--- config.mk ---
export PLATFORM = sky130hd
export DESIGN_NAME = demux3_buf
export DESIGN_NICKNAME = d
export VERILOG_FILES = /design/src/rtl/demux3_buf.sv
export SDC_FILE = /design/constraint.sdc
export NUM_CORES = 1
export LEC_CHECK = 0
export BUFFER_PORTS_ARGS = -buffer_cell sky130_fd_sc_hd__buf_4
export CAP_MARGIN = 20
export CORE_MARGIN = 10
export CORE_UTILIZATION = 52
export DETAILED_ROUTE_END_ITERATION = 8
export GPL_TIMING_DRIVEN = 0
export HOLD_SLACK_MARGIN = 0.05
export PLACE_DENSITY = 0.84
export SYNTH_ARGS = -nofsm -noshare
export SYNTH_HDL_FRONTEND = slang
export SYNTH_SLANG_ARGS = --single-unit
--- constraint.sdc ---
create_clock -name clk -period 2.35 [get_ports clk]
set_input_delay 0.1175 -clock clk [delete_from_list [all_inputs] [get_ports clk]]
set_output_delay 0.1175 -clock clk [all_outputs]
set_load 0.01 [all_outputs]
--- src/rtl/demux3_buf.sv ---
// One-to-three stream router: each accepted word lands in a one-entry buffer
// for the decoded destination, with independent valid/ready drain per output.

module demux3_buf_slot #(
  parameter int WIDTH = 32
) (
  input  logic             clk,
  input  logic             reset,
  input  logic             load,
  input  logic [WIDTH-1:0] data_in,
  input  logic             out_ready,
  output logic             full,
  output logic [WIDTH-1:0] data
);
  // A load wins over a drain, so a ready consumer is refilled with no bubble.
  always_ff @(posedge clk) begin
    if (reset) begin
      full <= 1'b0;
      data <= '0;
    end else if (load) begin
      full <= 1'b1;
      data <= data_in;
    end else if (full && out_ready) begin
      full <= 1'b0;
    end
  end
endmodule

module demux3_buf #(
  parameter int WIDTH = 32
) (
  input  logic             clk,
  input  logic             reset,
  input  logic [2:0]       selector,
  input  logic [WIDTH-1:0] data_in,
  input  logic             in_valid,
  output logic             in_ready,
  output logic [WIDTH-1:0] data_out_0,
  output logic [WIDTH-1:0] data_out_1,
  output logic [WIDTH-1:0] data_out_2,
  output logic             out_valid_0,
  output logic             out_valid_1,
  output logic             out_valid_2,
  input  logic             out_ready_0,
  input  logic             out_ready_1,
  input  logic             out_ready_2,
  input  logic             err_clr,
  output logic             sel_error
);
  localparam int NUM_DEST = 3;

  logic [NUM_DEST-1:0]            full;
  logic [NUM_DEST-1:0]            oready;
  logic [NUM_DEST-1:0]            load;
  logic [NUM_DEST-1:0][WIDTH-1:0] data;
  logic [1:0]                     tgt;
  logic                           bad_sel;
  logic                           accept;

  assign oready = {out_ready_2, out_ready_1, out_ready_0};

  // Unused codes fall back to destination 0 and are flagged.
  always_comb begin
    tgt     = 2'd0;
    bad_sel = 1'b0;
    case (selector)
      3'b000:  tgt = 2'd0;
      3'b001:  tgt = 2'd1;
      3'b010:  tgt = 2'd2;
      default: bad_sel = 1'b1;
    endcase
  end

  assign in_ready = !full[tgt] || oready[tgt];
  assign accept   = in_valid && in_ready;

  for (genvar i = 0; i < NUM_DEST; i++) begin : g_dest
    assign load[i] = accept && (tgt == 2'(i));

    demux3_buf_slot #(.WIDTH(WIDTH)) u_slot (
      .clk       (clk),
      .reset     (reset),
      .load      (load[i]),
      .data_in   (data_in),
      .out_ready (oready[i]),
      .full      (full[i]),
      .data      (data[i])
    );
  end

  // Set has priority over clear.
  always_ff @(posedge clk) begin
    if (reset)                   sel_error <= 1'b0;
    else if (accept && bad_sel)  sel_error <= 1'b1;
    else if (err_clr)            sel_error <= 1'b0;
  end

  assign out_valid_0 = full[0];
  assign out_valid_1 = full[1];
  assign out_valid_2 = full[2];
  assign data_out_0  = data[0];
  assign data_out_1  = data[1];
  assign data_out_2  = data[2];
endmodule
==> run metrics <==
Vias=3071; placed cell area=4832 sq um; Setup crit end=g_dest[0].u_slot.data[4]; cts repair resizes=0; ys async rst share=0%; share of the yosys chip area belonging to registers=54.57%; CTS root buf=clkbuf_8; critical path required time=2.58 ns; Synth top area share=54.57%; Min Clock Period, post-route=1.869 ns; status=finished, final reports clean; crit path DAT=2.10 ns; leakage=2.369 nW; Final GP Congestion=0.7932; synthesized flop and latch total=100; R2R Path End=g_dest[0].u_slot.data[4]; Worst setup SP type=flop; drt first pass iters=4; Largest stage delay, worst path=0.39 ns; final worst slack=0.4812 ns; post-synthesis cell area=3669 sq um; Final #Nets=543; Setup CP Type=reg2reg; Unique masters post-synth=33; Post-Syn Instances=318; Clock Pin Slew Worst Setup and Hold Paths=0.10 ns; # clock sinks=100; number of global-route vias before repair=3327; Synth warnings=0; Antenna Cells=0; R2R setup slack=0.48 ns; Hold Vio Cnt, Final=0; RSZ-0062 raised after global routing=false; Area contributors post-synth=dfxtp_1 (55%), mux2i_1 (17%), a22o_1 (7.6%), nor2_1 (6.9%), buf_6 (2.5%); # hold bufs at CTS=33; DIE AREA=10820 sq um; synth cell count leaders=dfxtp_1 (100), nor2_1 (67), mux2i_1 (64); Fill cells=480; Hold WC Path Type=in2reg; CTS tree=built; crit path capture type=flop; final slew viol count=0; max_cap viols=0; number of synthesized flops with an enable pin=0; GRT Residual Overflow=0; area of the core=6832 sq um; pre-CTS WS=0.3498 ns; # setup viols final=0; Area Growth Syn to Fin=45.80%; Wirelength per Cell=18.14 um; Routed Antenna Nets=0; maximum vdd drop=0.4166 mV; initial antenna violation count=0; first-pass GRT wire length=17.62 mm; Final Instance Area=5349 sq um; count leader, synth=dfxtp_1; I/O pin count=143; commonest register cell after synthesis=dfxtp_1; # Post-CTS Setup Buffers=0; largest net degree at the start of global routing=17; CP Launch Point=g_dest[2].u_slot.full; CTS Buf Count=9; CP cell instances=nor3_1, o21ai_4, a41oi_4, buf_8, mux2i_1, nor2_1; Post-DP HPWL=7.723 mm; DR iter-0 viols=80; Detailed Route WL=10.92 mm; Initial Util=53.70%; final core utilization=78.30%; worst r2r path cells=6; Power per Cell Area=628.1 nW/um^2; DRC viols=0; Rows=30; share of layout cells above drive strength 1=35.77%; Die H=104.0 um; crit path max-delay cell type=a41oi_4; die width=104.0 um; critical path fanouts, max=10; Non-Filler Instances=602; syn avg cell area=11.54 sq um; depth of the CTS H-tree=3; Yosys top cell by area=dfxtp_1; Max transition margin=63.40%; worst r2r src=g_dest[2].u_slot.full; Inst Count DP=553; Worst-Margin Slew=0.5490 ns; fmax=535.1 MHz; Syn Nets=360; vias per inst=5.101; Max Clock Skew=0.008391 ns; fin crit share=79.52%; total track usage=19.68%; Port Buf Inserts=139; Clock Latency Late Sink=0.36 ns; Setup TNS Final=0 ns; clk buf depth=2
==> per-stage QoR <==
stage | total power, mW | hold WS [ns]
2_1_floorplan | 2.086 | 0.2501
3_3_place_gp | 2.305 | 0.3549
3_5_place_dp | 2.316 | 0.3590
4_1_cts | 3.382 | 0.06128
5_1_grt | 3.500 | 0.07295
6_report | 3.359 | 0.08749
==> placed cells by master (no fill, tap or decap), drive strengths merged, types with 3 or more instances in the layout <==
cell type	n
a21oi	3
a22o	32
a31oi	3
buf	155
clkbuf	19
clkinv	3
dfxtp	100
dlygate4sd3	33
inv	5
mux2i	64
nor2	67
==> routing by layer <==
| metal | track usage (%) | vias up | wire length (um) |
|---|---|---|---|
| met5 | 0 | - | 0 |
| met4 | 5.666 | 0 | 223 |
| met3 | 9.356 | 15 | 936 |
| met2 | 34.01 | 106 | 5469 |
| met1 | 20.82 | 1474 | 4288 |
| li1 | - | 1476 | - |
==> flip-flops by register name, summed over array words and instances (netlist names) <==
register and cells:
sel_error 1, g_dest.u_slot.data 96, g_dest.u_slot.full 3
==> final cells by class <==
class	instances	area [sq um]	share of cell area (%)
Buffer	24	195.2	3.649
Tap cell	96	120.1	2.246
Clock buffer	11	151.4	2.830
Multi-Input combinational cell	190	1456	27.23
Timing Repair Buffer	172	1374	25.68
Clock inverter	5	35.03	0.6550
Inverter	4	15.01	0.2807
Sequential cell	100	2002	37.43
==> kinds of logic (layout without fill, tap and decap cells) <==
family          after synthesis  count (layout)  share of synthesized area [%]
flops                       100             100                          54.57
simple gates                 80              80                          9.789
mux                          64              64                          17.46
compound gates               45              45                          12.21
buf+inv                      28             216                          5.730
xor+xnor                      1               1                         0.2388
==> report_power, final <==
group	internal [mW]	switching [mW]	total (mW)
sequential	1.76	0.0374	1.80
combinational	0.275	0.254	0.529
clock	0.446	0.589	1.03
==> worst min-delay path by stage <==
stage	start	endpoint	slack (ns)	cells after the start
after floorplan	data_in[0]	g_dest[1].u_slot.data[0]	0.25	1
after global placement	data_in[14]	g_dest[1].u_slot.data[14]	0.35	2
after detailed placement	data_in[0]	g_dest[1].u_slot.data[0]	0.36	2
after CTS	in_valid	sel_error	0.06	3
after global routing	in_valid	sel_error	0.07	3
final	in_valid	sel_error	0.09	3
==> worst max-delay path: cells and delay by family (launching register included) <==
| family | cells | cell delay (ns) |
|---|---|---|
| AO/OA/AOI/OAI | 2 | 0.53 |
| buffers and inverters | 1 | 0.22 |
| AND/OR/NAND/NOR | 2 | 0.42 |
| multiplexers | 1 | 0.23 |
| flip-flops | 1 | 0.34 |
Power figures use the tool's default switching activity.
